## config.mk

```make
export PLATFORM = sky130hd
export DESIGN_NAME = display_capture_flat
export DESIGN_NICKNAME = d
export VERILOG_FILES = /design/src/rtl/display_capture_if.sv /design/src/rtl/display_capture.sv /design/src/flat_wrapper.sv
export SDC_FILE = /design/constraint.sdc
export NUM_CORES = 1
export LEC_CHECK = 0
export ABC_AREA = 1
export ABC_CLOCK_PERIOD_IN_PS = 4800
export CAP_MARGIN = 10
export CORE_AREA = 2 2 104 56
export CTS_CLUSTER_DIAMETER = 150
export CTS_CLUSTER_SIZE = 28
export DETAILED_ROUTE_END_ITERATION = 7
export DIE_AREA = 0 0 106 58
export GPL_ROUTABILITY_DRIVEN = 0
export PLACE_DENSITY = 0.81
export SLEW_MARGIN = 25
export SYNTH_ARGS = -nofsm -noshare
export SYNTH_HDL_FRONTEND = slang
export SYNTH_SLANG_ARGS = --single-unit
```

## constraint.sdc

```tcl
create_clock -name clk -period 4.8 [get_ports clk]
set_clock_uncertainty 0.2 [all_clocks]
set_input_delay 1.2 -clock clk [delete_from_list [all_inputs] [get_ports clk]]
set_output_delay 1.2 -clock clk [all_outputs]
set_load 0.01 [all_outputs]
```

## src/rtl/display_capture_if.sv

```systemverilog
`default_nettype none
// ============================================================================
// Module      : display_capture_if
// Description : Bundle for the 4-digit multiplexed 7-segment capture port.
//               Carries the scanned display lines (an/seg), the clear
//               request and everything the capture block reports back.
//   an[3:0]        digit enables, active-low (an[i]=0 selects digit i)
//   seg[6:0]       segments, active-low, seg[0]=a ... seg[6]=g
//   clr            synchronous clear of valid / glyph_err / stale
//   d0..d3[3:0]    last decoded hex value per digit
//   valid[3:0]     digit captured since reset / clr / timeout
//   glyph_err[3:0] sticky: digit seen with a non-hex segment pattern
//   an_err         pulse: settled an pattern with several digits enabled
//   upd, upd_idx   pulse + index of the digit register just written
//   stale          watchdog flag (timeout build only)
// Modports    : master = display / stimulus side, slave = capture block
// Revision    : 1.0 - initial release
// ============================================================================
interface display_capture_if;
  logic [3:0] an;
  logic [6:0] seg;
  logic       clr;
  logic [3:0] d0;
  logic [3:0] d1;
  logic [3:0] d2;
  logic [3:0] d3;
  logic [3:0] valid;
  logic [3:0] glyph_err;
  logic       an_err;
  logic       upd;
  logic [1:0] upd_idx;
  logic       stale;

  modport master (
    output an, seg, clr,
    input  d0, d1, d2, d3, valid, glyph_err, an_err, upd, upd_idx, stale
  );

  modport slave (
    input  an, seg, clr,
    output d0, d1, d2, d3, valid, glyph_err, an_err, upd, upd_idx, stale
  );
endinterface
`default_nettype wire

```

## src/rtl/display_capture.sv

```systemverilog
`default_nettype none
// ============================================================================
// Module      : display_capture
// Description : Receiving end of a 4-digit multiplexed 7-segment display.
//               Synchronises the scanned an/seg lines, waits until the
//               pattern has been stable for STABLE_CYCLES samples, then
//               decodes the glyph back to hex and stores it per digit.
// Ports       : clk   - system clock
//               rst_n - asynchronous active-low reset
//               bus   - display_capture_if.slave (an, seg, clr in;
//                       d0..d3, valid, glyph_err, an_err, upd, upd_idx,
//                       stale out)
// Parameters  : SYNC_STAGES    synchroniser depth (>=2)
//               STABLE_CYCLES  stable samples needed before capture (>=1)
//               TIMEOUT_CYCLES cycles without capture before data is stale
// Options     : `define DISP_CAP_TIMEOUT_EN builds the staleness watchdog;
//               without it stale is tied to 0.
// Revision    : 1.0 - initial release
// ============================================================================
module display_capture #(
  parameter int SYNC_STAGES    = 2,
  parameter int STABLE_CYCLES  = 16,
  parameter int TIMEOUT_CYCLES = 1048576
) (
  input  wire logic         clk,
  input  wire logic         rst_n,
  display_capture_if.slave  bus
);

  localparam int              PIN_W     = 11;
  localparam logic [PIN_W-1:0] PINS_IDLE = {4'hF, 7'h7F};
  localparam int              CNT_W     = $clog2(STABLE_CYCLES + 1);
  localparam logic [CNT_W-1:0] CNT_LAST  = CNT_W'(STABLE_CYCLES - 1);

  localparam logic [0:0] ST_SETTLE = 1'b0;
  localparam logic [0:0] ST_HOLD   = 1'b1;

  // Out-of-range parameters instantiate a module that does not exist so the
  // build stops at elaboration instead of producing a broken netlist.
  generate
    if (SYNC_STAGES < 2 || STABLE_CYCLES < 1 || TIMEOUT_CYCLES < 1) begin : g_param_check
      display_capture_illegal_parameter u_illegal_parameter ();
    end
  endgenerate

  // --------------------------------------------------------------------------
  // Glyph decoder: exact inverse of the hex_to_7seg table. Bit 4 = decodes.
  // --------------------------------------------------------------------------
  function automatic logic [4:0] decode_glyph(input logic [6:0] s);
    case (s)
      7'h40:   decode_glyph = {1'b1, 4'h0};
      7'h79:   decode_glyph = {1'b1, 4'h1};
      7'h24:   decode_glyph = {1'b1, 4'h2};
      7'h30:   decode_glyph = {1'b1, 4'h3};
      7'h19:   decode_glyph = {1'b1, 4'h4};
      7'h12:   decode_glyph = {1'b1, 4'h5};
      7'h02:   decode_glyph = {1'b1, 4'h6};
      7'h78:   decode_glyph = {1'b1, 4'h7};
      7'h00:   decode_glyph = {1'b1, 4'h8};
      7'h10:   decode_glyph = {1'b1, 4'h9};
      7'h08:   decode_glyph = {1'b1, 4'hA};
      7'h03:   decode_glyph = {1'b1, 4'hB};
      7'h46:   decode_glyph = {1'b1, 4'hC};
      7'h21:   decode_glyph = {1'b1, 4'hD};
      7'h06:   decode_glyph = {1'b1, 4'hE};
      7'h0E:   decode_glyph = {1'b1, 4'hF};
      default: decode_glyph = 5'h00;
    endcase
  endfunction

  // --------------------------------------------------------------------------
  // Input synchroniser. Preset to the blank pattern so reset looks like an
  // idle display rather than a spurious pin change.
  // --------------------------------------------------------------------------
  logic [SYNC_STAGES-1:0][PIN_W-1:0] sync_q, sync_d;
  logic [PIN_W-1:0]                  prev_q, prev_d;
  logic [PIN_W-1:0]                  w_sample;

  always_comb begin
    sync_d = {sync_q[SYNC_STAGES-2:0], {bus.an, bus.seg}};
  end

  assign w_sample = sync_q[SYNC_STAGES-1];
  assign prev_d   = w_sample;

  always_ff @(posedge clk or negedge rst_n) begin
    if (!rst_n) begin
      sync_q <= {SYNC_STAGES{PINS_IDLE}};
      prev_q <= PINS_IDLE;
    end else begin
      sync_q <= sync_d;
      prev_q <= prev_d;
    end
  end

  // --------------------------------------------------------------------------
  // Settle FSM. The counter holds (number of stable samples seen - 1); the
  // sample is evaluated in the cycle the count would reach STABLE_CYCLES-1,
  // which lands upd on edge SYNC_STAGES+STABLE_CYCLES after a pin change.
  // --------------------------------------------------------------------------
  logic [0:0]       state_q, state_d;
  logic [CNT_W-1:0] cnt_q, cnt_d;
  logic             w_change;
  logic [CNT_W-1:0] w_cnt_next;
  logic             w_settled;
  logic             w_eval;

  assign w_change   = (w_sample != prev_q);
  assign w_cnt_next = w_change ? '0 : (cnt_q + 1'b1);
  assign w_settled  = (w_cnt_next >= CNT_LAST);

  // State register
  always_ff @(posedge clk or negedge rst_n) begin
    if (!rst_n) begin
      state_q <= ST_SETTLE;
      cnt_q   <= '0;
    end else begin
      state_q <= state_d;
      cnt_q   <= cnt_d;
    end
  end

  // Next-state logic
  always_comb begin
    state_d = state_q;
    cnt_d   = cnt_q;
    case (state_q)
      ST_SETTLE: begin
        cnt_d = w_cnt_next;
        if (w_settled) begin
          state_d = ST_HOLD;
        end
      end
      ST_HOLD: begin
        // Parked until the pattern moves: one evaluation per settled pattern.
        if (w_change) begin
          cnt_d   = '0;
          state_d = ST_SETTLE;
        end
      end
      default: begin
        cnt_d   = '0;
        state_d = ST_SETTLE;
      end
    endcase
  end

  // Output logic
  always_comb begin
    w_eval = 1'b0;
    case (state_q)
      ST_SETTLE: w_eval = w_settled;
      default:   w_eval = 1'b0;
    endcase
  end

  // --------------------------------------------------------------------------
  // Evaluation of the settled sample
  // --------------------------------------------------------------------------
  logic [3:0] w_an;
  logic [6:0] w_seg;
  logic [4:0] w_dec;
  logic       w_one_low;
  logic       w_multi_low;
  logic [1:0] w_idx;
  logic       w_capture;
  logic       w_bad_glyph;
  logic       w_timeout;

  assign w_an  = w_sample[10:7];
  assign w_seg = w_sample[6:0];
  assign w_dec = decode_glyph(w_seg);

  always_comb begin
    w_one_low = 1'b1;
    w_idx     = 2'd0;
    case (w_an)
      4'b1110: w_idx = 2'd0;
      4'b1101: w_idx = 2'd1;
      4'b1011: w_idx = 2'd2;
      4'b0111: w_idx = 2'd3;
      default: w_one_low = 1'b0;
    endcase
  end

  // Blank (4'hF) is neither one-low nor multi-low: nothing happens.
  assign w_multi_low = (w_an != 4'hF) && !w_one_low;
  assign w_capture   = w_eval && w_one_low && w_dec[4];
  assign w_bad_glyph = w_eval && w_one_low && !w_dec[4];

  // --------------------------------------------------------------------------
  // Result registers
  // --------------------------------------------------------------------------
  logic [3:0][3:0] d_q, d_d;
  logic [3:0]      valid_q, valid_d;
  logic [3:0]      glyph_err_q, glyph_err_d;
  logic            an_err_q, an_err_d;
  logic            upd_q, upd_d;
  logic [1:0]      upd_idx_q, upd_idx_d;

  // Ordering matters: clear and timeout first, then the evaluation so a
  // capture in the same cycle as clr survives for its own digit.
  always_comb begin
    d_d         = d_q;
    valid_d     = valid_q;
    glyph_err_d = glyph_err_q;
    upd_idx_d   = upd_idx_q;
    upd_d       = w_capture;
    an_err_d    = w_eval && w_multi_low;

    if (bus.clr) begin
      valid_d     = '0;
      glyph_err_d = '0;
    end
    if (w_timeout) begin
      valid_d = '0;
    end
    if (w_capture) begin
      d_d[w_idx]     = w_dec[3:0];
      valid_d[w_idx] = 1'b1;
      upd_idx_d      = w_idx;
    end
    if (w_bad_glyph) begin
      glyph_err_d[w_idx] = 1'b1;
    end
  end

  always_ff @(posedge clk or negedge rst_n) begin
    if (!rst_n) begin
      d_q         <= '0;
      valid_q     <= '0;
      glyph_err_q <= '0;
      an_err_q    <= 1'b0;
      upd_q       <= 1'b0;
      upd_idx_q   <= 2'd0;
    end else begin
      d_q         <= d_d;
      valid_q     <= valid_d;
      glyph_err_q <= glyph_err_d;
      an_err_q    <= an_err_d;
      upd_q       <= upd_d;
      upd_idx_q   <= upd_idx_d;
    end
  end

  // --------------------------------------------------------------------------
  // Staleness watchdog
  // --------------------------------------------------------------------------
`ifdef DISP_CAP_TIMEOUT_EN
  localparam int               TMO_W   = $clog2(TIMEOUT_CYCLES + 1);
  localparam logic [TMO_W-1:0] TMO_MAX = TMO_W'(TIMEOUT_CYCLES);

  logic [TMO_W-1:0] tmo_q, tmo_d;
  logic             stale_q, stale_d;

  assign w_timeout = (tmo_q == TMO_MAX);

  always_comb begin
    tmo_d   = tmo_q;
    stale_d = stale_q;
    if (w_capture || bus.clr) begin
      tmo_d   = '0;
      stale_d = 1'b0;
    end else begin
      // Saturate so stale stays asserted until new data or clr arrives.
      if (!w_timeout) begin
        tmo_d = tmo_q + 1'b1;
      end else begin
        stale_d = 1'b1;
      end
    end
  end

  always_ff @(posedge clk or negedge rst_n) begin
    if (!rst_n) begin
      tmo_q   <= '0;
      stale_q <= 1'b0;
    end else begin
      tmo_q   <= tmo_d;
      stale_q <= stale_d;
    end
  end

  assign bus.stale = stale_q;
`else
  assign w_timeout = 1'b0;
  assign bus.stale = 1'b0;
`endif

  assign bus.d0        = d_q[0];
  assign bus.d1        = d_q[1];
  assign bus.d2        = d_q[2];
  assign bus.d3        = d_q[3];
  assign bus.valid     = valid_q;
  assign bus.glyph_err = glyph_err_q;
  assign bus.an_err    = an_err_q;
  assign bus.upd       = upd_q;
  assign bus.upd_idx   = upd_idx_q;

endmodule
`default_nettype wire
```

## src/flat_wrapper.sv

```systemverilog
// flat-port wrapper written by rule: the top's interface ports become plain ports
module display_capture_flat 
#(
  parameter int SYNC_STAGES    = 2,
  parameter int STABLE_CYCLES  = 16,
  parameter int TIMEOUT_CYCLES = 1048576
)
  (clk, rst_n, bus_an, bus_seg, bus_clr, bus_d0, bus_d1, bus_d2, bus_d3, bus_valid, bus_glyph_err, bus_an_err, bus_upd, bus_upd_idx, bus_stale);
  display_capture_if bus_i ();
  input  wire logic clk;
  input  wire logic rst_n;
  input wire logic [$bits(bus_i.an)-1:0] bus_an;
  input wire logic [$bits(bus_i.seg)-1:0] bus_seg;
  input wire logic [$bits(bus_i.clr)-1:0] bus_clr;
  output wire logic [$bits(bus_i.d0)-1:0] bus_d0;
  output wire logic [$bits(bus_i.d1)-1:0] bus_d1;
  output wire logic [$bits(bus_i.d2)-1:0] bus_d2;
  output wire logic [$bits(bus_i.d3)-1:0] bus_d3;
  output wire logic [$bits(bus_i.valid)-1:0] bus_valid;
  output wire logic [$bits(bus_i.glyph_err)-1:0] bus_glyph_err;
  output wire logic [$bits(bus_i.an_err)-1:0] bus_an_err;
  output wire logic [$bits(bus_i.upd)-1:0] bus_upd;
  output wire logic [$bits(bus_i.upd_idx)-1:0] bus_upd_idx;
  output wire logic [$bits(bus_i.stale)-1:0] bus_stale;
  assign bus_i.an = bus_an;
  assign bus_i.seg = bus_seg;
  assign bus_i.clr = bus_clr;
  assign bus_d0 = bus_i.d0;
  assign bus_d1 = bus_i.d1;
  assign bus_d2 = bus_i.d2;
  assign bus_d3 = bus_i.d3;
  assign bus_valid = bus_i.valid;
  assign bus_glyph_err = bus_i.glyph_err;
  assign bus_an_err = bus_i.an_err;
  assign bus_upd = bus_i.upd;
  assign bus_upd_idx = bus_i.upd_idx;
  assign bus_stale = bus_i.stale;
  display_capture #(.SYNC_STAGES(SYNC_STAGES), .STABLE_CYCLES(STABLE_CYCLES), .TIMEOUT_CYCLES(TIMEOUT_CYCLES)) u_core (.clk(clk), .rst_n(rst_n), .bus(bus_i));
endmodule
```

==> results of run 1 <==
==> worst min path at each step <==
stage	cells past startpoint	endpoint	from	slack, ns
6_report	0	u_core.prev_d[0]	u_core.sync_d[11]	0.16
3_3_place_gp	0	u_core.prev_d[8]	u_core.sync_d[19]	0.15
2_1_floorplan	0	u_core.prev_d[0]	u_core.sync_d[11]	0.15
3_5_place_dp	0	u_core.prev_d[9]	u_core.sync_d[20]	0.15
5_1_grt	0	u_core.prev_d[0]	u_core.sync_d[11]	0.16
4_1_cts	0	u_core.prev_d[0]	u_core.sync_d[11]	0.15
==> placed cells by master (no fill, tap or decap), types with 4 or more instances in the layout <==
| cell | n |
|---|---|
| a21oi_1 | 5 |
| clkbuf_8 | 9 |
| clkdlybuf4s50_1 | 40 |
| dfrtp_1 | 34 |
| dfstp_2 | 33 |
| inv_1 | 26 |
| inv_2 | 10 |
| nand2_1 | 106 |
| nand3_1 | 13 |
| nand4_1 | 14 |
| nand4_2 | 4 |
| nor2_1 | 17 |
| nor2_2 | 5 |
| nor2_4 | 4 |
| nor3_1 | 4 |
| o21ai_0 | 4 |
| o21ai_1 | 6 |
| xnor2_1 | 5 |
==> metal layers <==
layer  up-vias  share of wire, %
met5         -                 0
met3        11               8.2
met4         0               1.3
met2       106                43
li1       1084                 -
met1      1051                48
==> power breakdown <==
group / switching [mW] / internal, mW
registers: 0.0132 / 0.590
clock network: 0.225 / 0.275
logic: 0.0470 / 0.0230
==> layout make-up <==
class / count / area share (%)
Clock buffer: 10 / 4.09
Clock inverter: 6 / 1.86
Inverter: 37 / 3.95
Multi-Input combinational cell: 203 / 29.1
Sequential cell: 67 / 47.2
Tap cell: 73 / 2.51
Timing Repair Buffer: 42 / 11.3
==> stage by stage <==
step / total power [mW] / instance area [µm²] / setup slack (ns) / cells
after floorplan: 0.650 / 2950 / 2.95 / 310
after global placement: 0.678 / 3420 / 2.31 / 422
after detailed placement: 0.683 / 3420 / 2.29 / 422
after CTS: 1.18 / 3640 / 2.13 / 438
after global routing: 1.22 / 3640 / 2.08 / 438
final: 1.17 / 3640 / 2.14 / 438
==> registers in the layout (all words and copies together), names as in the netlist <==
| name | cells |
|---|---|
| u_core.bus.an_err | 1 |
| u_core.bus.d0 | 4 |
| u_core.bus.d1 | 4 |
| u_core.bus.d2 | 4 |
| u_core.bus.d3 | 4 |
| u_core.bus.glyph_err | 4 |
| u_core.bus.upd | 1 |
| u_core.bus.upd_idx | 2 |
| u_core.bus.valid | 4 |
| u_core.cnt_q | 5 |
| u_core.prev_d | 11 |
| u_core.prev_q | 11 |
| u_core.state_q | 1 |
| u_core.sync_d | 11 |
==> cells by family after synthesis <==
group	share of synthesized area, %
AOI/OAI and AO/OA	3.10
and+or+nand+nor	30.4
other	0.127
DFF	58.2
adders and majority gates	0.424
buffers and inverters	5.89
xor gates and xnor gates	1.78
==> metrics.yaml, run 1 <==
yosys:
  seq_area_frac_synth_pct: 58.2
  postSynthRegisterBits: 67
  syn_inst: 310
  synth_nets: 325
  avgSynthCellArea_um2: 9.52
  netlist_top_cells_count: "106 x nand2_1, 34 x dfrtp_1, 33 x dfstp_2"
  syn_area_um2: 2950
  ys.flop_type: "dfrtp_1"
  yosys-top-cells-area: "dfstp_2 29%, dfrtp_1 29%, nand2_1 13%"
  synth_top_area_share_pct: 29.4
  synth_warnings: 0
  async_flop_share_pct: 100
  synth_largest_area_cell: "dfstp_2"
  synth_edf_count: 0
  synth_most_common_cell: "nand2_1"
  synth_cell_types: 30
layout:
  finalNetCount: 375
  regArea_um2: 1720
  syn2layout_area_growth_pct: 23.4
  multi_input_area_um2: 1060
  n_antenna_cell: 0
  fill_cells: 402
  drive_above_1_share_pct: 23.8
  post-route-util_pct: 69.3
detailed_routing:
  wl_per_cell_um: 14.5
  drt_iter0_drc: 240
  firstDrtPassIters: 5
  drc_errors: 0
  num_vias: 2252
  viasPerCell: 5.14
  postRouteAntennaNets: 0
  routed_wl_um: 6350
global_route:
  met2_usage_pct: 35.2
  antenna_found_initial: 0
  track_usage_pct: 23.7
  grt_start_max_net_pins: 41
  grt_use_met3_pct: 6.86
  grt_overflow_total: 0
  busiest_layer: "met2"
  grt_pass1_vias: 2233
  grt_pass1_wl_um: 10800
  grt_use_met1_pct: 34.1
setup_path:
  critPathTopFamily: "buffers and inverters"
  reg2reg_from: "u_core.prev_d[0]"
  cp-endpoint: "bus_d3[2]"
  path_cells: "clkdlybuf4s50_1"
  path_max_fanout: 2
  r2r_slack_ns: 2.41
  path_buf_inv: 1
  critPathLaunchType: "register"
  path_class: "reg -> out"
  reg2reg_depth: 11
  cpMaxStageDelayCell: "clkdlybuf4s50_1"
  slowest_delay_ns: 0.55
  critPathCaptureType: "primary output"
  startpoint: "u_core.bus.d3[2]"
  required_ns: 3.40
  crit_cells: 1
  worstPathArrival_ns: 1.26
  timing.rr.end: "u_core.bus.upd_idx[1]"
pwr:
  p_leak_nw: 1.78
  powerDensity_nw_per_um2: 322
  ir_drop_uv: 241
clock_network:
  cts_resized: 0
  cts_tree: "done"
  cts-htree-levels: 3
  cts_setup_buffers: 0
  cts.path.max_buffers: 2
  cts_buffers: 9
  cts_root_buffer: "clkbuf_8"
  cts_hold_buffers: 0
  clk_pin_slew_worst_paths_ns: 0.08
  clock-sinks: 67
  insertion_delay_ns: 0.34
timing:
  finalSetupViolCount: 0
  rsz0062_at_grt: "false"
  clock.fmax_ghz: 0.376
  hold_viol: 0
  relSlewSlack_pct: 40.8
  tns_ns: 0
  fin_hold_ws_ns: 0.155
  worst_slew_pin_slew_ns: 0.888
  drv_slew: 0
  period_needed_ns: 2.66
  min_period_over_period_pct: 55.4
outcome:
  outcome: "completed"
placed_design:
  dpl.hpwl_um: 4510
  port_buffers: 41
run:
  max_cap_viol_count: 0
floorplan:
  die_h_um: 58
  core_um2: 5250
  die_w_um: 106
  die_area_um2: 6150
  start_util_pct: 56.2
  ioPinCount: 43
  rows: 19
min_path:
  hold_path_class: "reg -> reg"
No activity file was read; power rests on OpenSTA's default activity.
==> run 2: changes to the inputs <==
- ABC_CLOCK_PERIOD_IN_PS: 4800 -> 2300
- CORE_AREA: 2 2 104 56 -> 2 2 114 61
- DIE_AREA: 0 0 106 58 -> 0 0 116 63
- PLACE_DENSITY: 0.81 -> 0.71
- clock period: 4.8 -> 2.3 ns (I/O delays scaled with it)
==> metrics.yaml, run 2 (synthesis gave the netlist of run 1 again) <==
outcome:
  outcome: "complete, but fails checks"
  violations: "negative hold slack"
pwr:
  ir_drop_uv: 643  # +170%
  powerDensity_nw_per_um2: 710  # +120%
  finalPower_mw: 2.72  # +130%
  p_leak_nw: 1.86  # +4.4%
setup_path:
  path_buf_inv: 1  # unchanged
  critPathTopFamily: "simple AND/OR/NAND/NOR gates"
  cpMaxStageDelayCell: "dfstp_2"
  r2r_slack_ns: 0.18  # -2.23 ns
  critPathLaunchType: "register"
  slowest_delay_ns: 0.60  # +0.05 ns
  crit_top_cell: "nand2_1"
  required_ns: 2.32  # -1.08 ns
  reg2reg_depth: 9  # -2
  critPathCaptureType: "register"
  reg2reg_from: "u_core.prev_d[5]"
  path_class: "reg -> reg"
  path_cells: "inv_2, nor3_2, nand3_1, nand2_1, nor2_1, nand3_4, nand4_2, nand2_1, nand2_1"
  worstPathArrival_ns: 2.14  # +0.88 ns
  timing.rr.end: "u_core.bus.d0[3]"
  path_max_fanout: 19  # +17
floorplan:
  start_util_pct: 46.4  # -9.8 points
  core_um2: 6360  # +21%
  die_h_um: 63  # +8.6%
  die_area_um2: 7310  # +19%
  die_w_um: 116  # +9.4%
  rows: 21  # +2
  ioPinCount: 43  # unchanged
layout:
  syn2layout_area_growth_pct: 30.0
  final_cell_mix: "106 x nand2_1, 40 x clkdlybuf4s50_1, 34 x dfrtp_1"
  mostFrequentLayoutCell: "nand2_1"
  finalNetCount: 380  # +1.3%
  drive_above_1_share_pct: 24.6  # +0.76 points
  n_antenna_cell: 0  # unchanged
clock_network:
  clock-sinks: 67  # unchanged
  cts.path.max_buffers: 2  # unchanged
  cts-htree-levels: 3  # unchanged
  cts_root_buffer: "clkbuf_16"
  cts_tree: "done"
  cts_buffers: 9  # unchanged
  insertion_delay_ns: 0.33  # about the same
  cts_hold_buffers: 0  # unchanged
  clk_pin_slew_worst_paths_ns: 0.05  # -0.03 ns
detailed_routing:
  drt_iter0_drc: 219  # -8.8%
  postRouteAntennaNets: 0  # unchanged
  firstDrtPassIters: 5  # unchanged
  wl_per_cell_um: 12.4  # -15%
  drc_errors: 0  # unchanged
  viasPerCell: 4.77  # -7.2%
  routed_wl_um: 5720  # -10%
  num_vias: 2204  # -2.1%
timing:
  worst_slack_ns: 0.179  # -1.96 ns
  drv_slew: 0  # unchanged
  rsz0062_at_grt: "false"
  period_needed_ns: 2.12
  clock.fmax_ghz: 0.472
  min_period_over_period_pct: 92.2
  tns_ns: 0  # unchanged
  hold_viol: 11  # +11
  fin_hold_ws_ns: -0.00284  # -0.158 ns
  finalSetupViolCount: 0  # unchanged
min_path:
  hold_path_class: "in -> async"
placed_design:
  dpl.hpwl_um: 4330  # -4.0%
  pre_cts_slack_ns: 0.0734  # -2.22 ns
  port_buffers: 41  # unchanged
global_route:
  grt_pass1_wl_um: 9940  # -8.4%
  met2_usage_pct: 23.3  # -12 points
  grt_use_met3_pct: 9.02  # +2.2 points
  busiest_layer: "met1"
  grt_start_max_net_pins: 27  # -34%
  grt_use_met1_pct: 26.2  # -7.9 points
  track_usage_pct: 18.3  # -5.4 points
  grt_pass1_vias: 2073  # -7.2%
  grt_overflow_total: 0  # unchanged
  antenna_found_initial: 0  # unchanged
run:
  max_cap_viol_count: 0  # unchanged
## run 2: changes by cell type in the layout (fill, tap and decap cells not counted), moves of 2 or more
cell,previous run,this run
buf_12,0,3
buf_4,1,3
clkbuf_1,0,3
clkbuf_16,1,10
clkbuf_8,9,2
inv_6,3,1
nor3_1,4,2
nor3_2,1,3
## run 2: repair_timing
action	CTS	global route
gates resized for setup	0	3
hold endpoints to repair	0	0
buffers inserted	0	1
endpoints found under the setup margin	0	16
## run 2: layout make-up
| class | instances | area (µm²) |
|---|---|---|
| clock inverter | 1 | 5.00 |
| tap | 92 | 115 |
| clock buffer | 15 | 289 |
| timing repair buffer | 47 | 488 |
| fill | 538 | 2520 |
| multi-input combinational | 203 | 1080 |
| sequential | 67 | 1720 |
| inverter | 37 | 144 |
## run 2: metal layers
metal	vias to the layer above	wire, µm
met4	0	101
li1	1096	-
met3	10	454
met2	81	2300
met5	-	0
met1	1017	2860
## run 2: worst register-to-register path, delay by kind of cell (launching register included)
family	cells	cell delay (ns)
buf+inv	1	0.09
simple gates	8	1.12
flops	1	0.60
## run 2: worst max path at each step
stage	depth (start not counted)	slack, ns	end	start
final	9	0.18	u_core.bus.d0[3]	u_core.prev_d[5]
after global routing	9	0.004	u_core.bus.d3[0]	u_core.prev_d[3]
after CTS	9	0.07	u_core.bus.d1[0]	u_core.prev_d[4]
after detailed placement	9	0.07	u_core.bus.d1[0]	u_core.prev_d[4]
after global placement	9	0.17	u_core.bus.d1[2]	u_core.prev_d[4]
after floorplan	11	0.45	u_core.bus.d3[0]	u_core.prev_d[4]
## run 2: power by group
| part | leakage (nW) | switching [mW] | internal (mW) | total (mW) |
|---|---|---|---|---|
| Sequential | 0.822 | 0.0249 | 1.23 | 1.26 |
| Combinational | 0.895 | 0.0984 | 0.0557 | 0.154 |
| Clock | 0.145 | 0.457 | 0.852 | 1.31 |
## run 2: through the flow
| step | utilization, % | cell area (µm²) | instances | hold WS (ns) |
|---|---|---|---|---|
| floorplan | - | 2950 | 310 | 0.0794 |
| global placement | 55.1 | 3500 | 445 | 0.146 |
| detailed placement | 55.1 | 3500 | 445 | 0.147 |
| CTS | 59.7 | 3800 | 461 | 0.00122 |
| global route | 60.3 | 3840 | 462 | 0.0166 |
| finish | 60.3 | 3840 | 462 | -0.00284 |
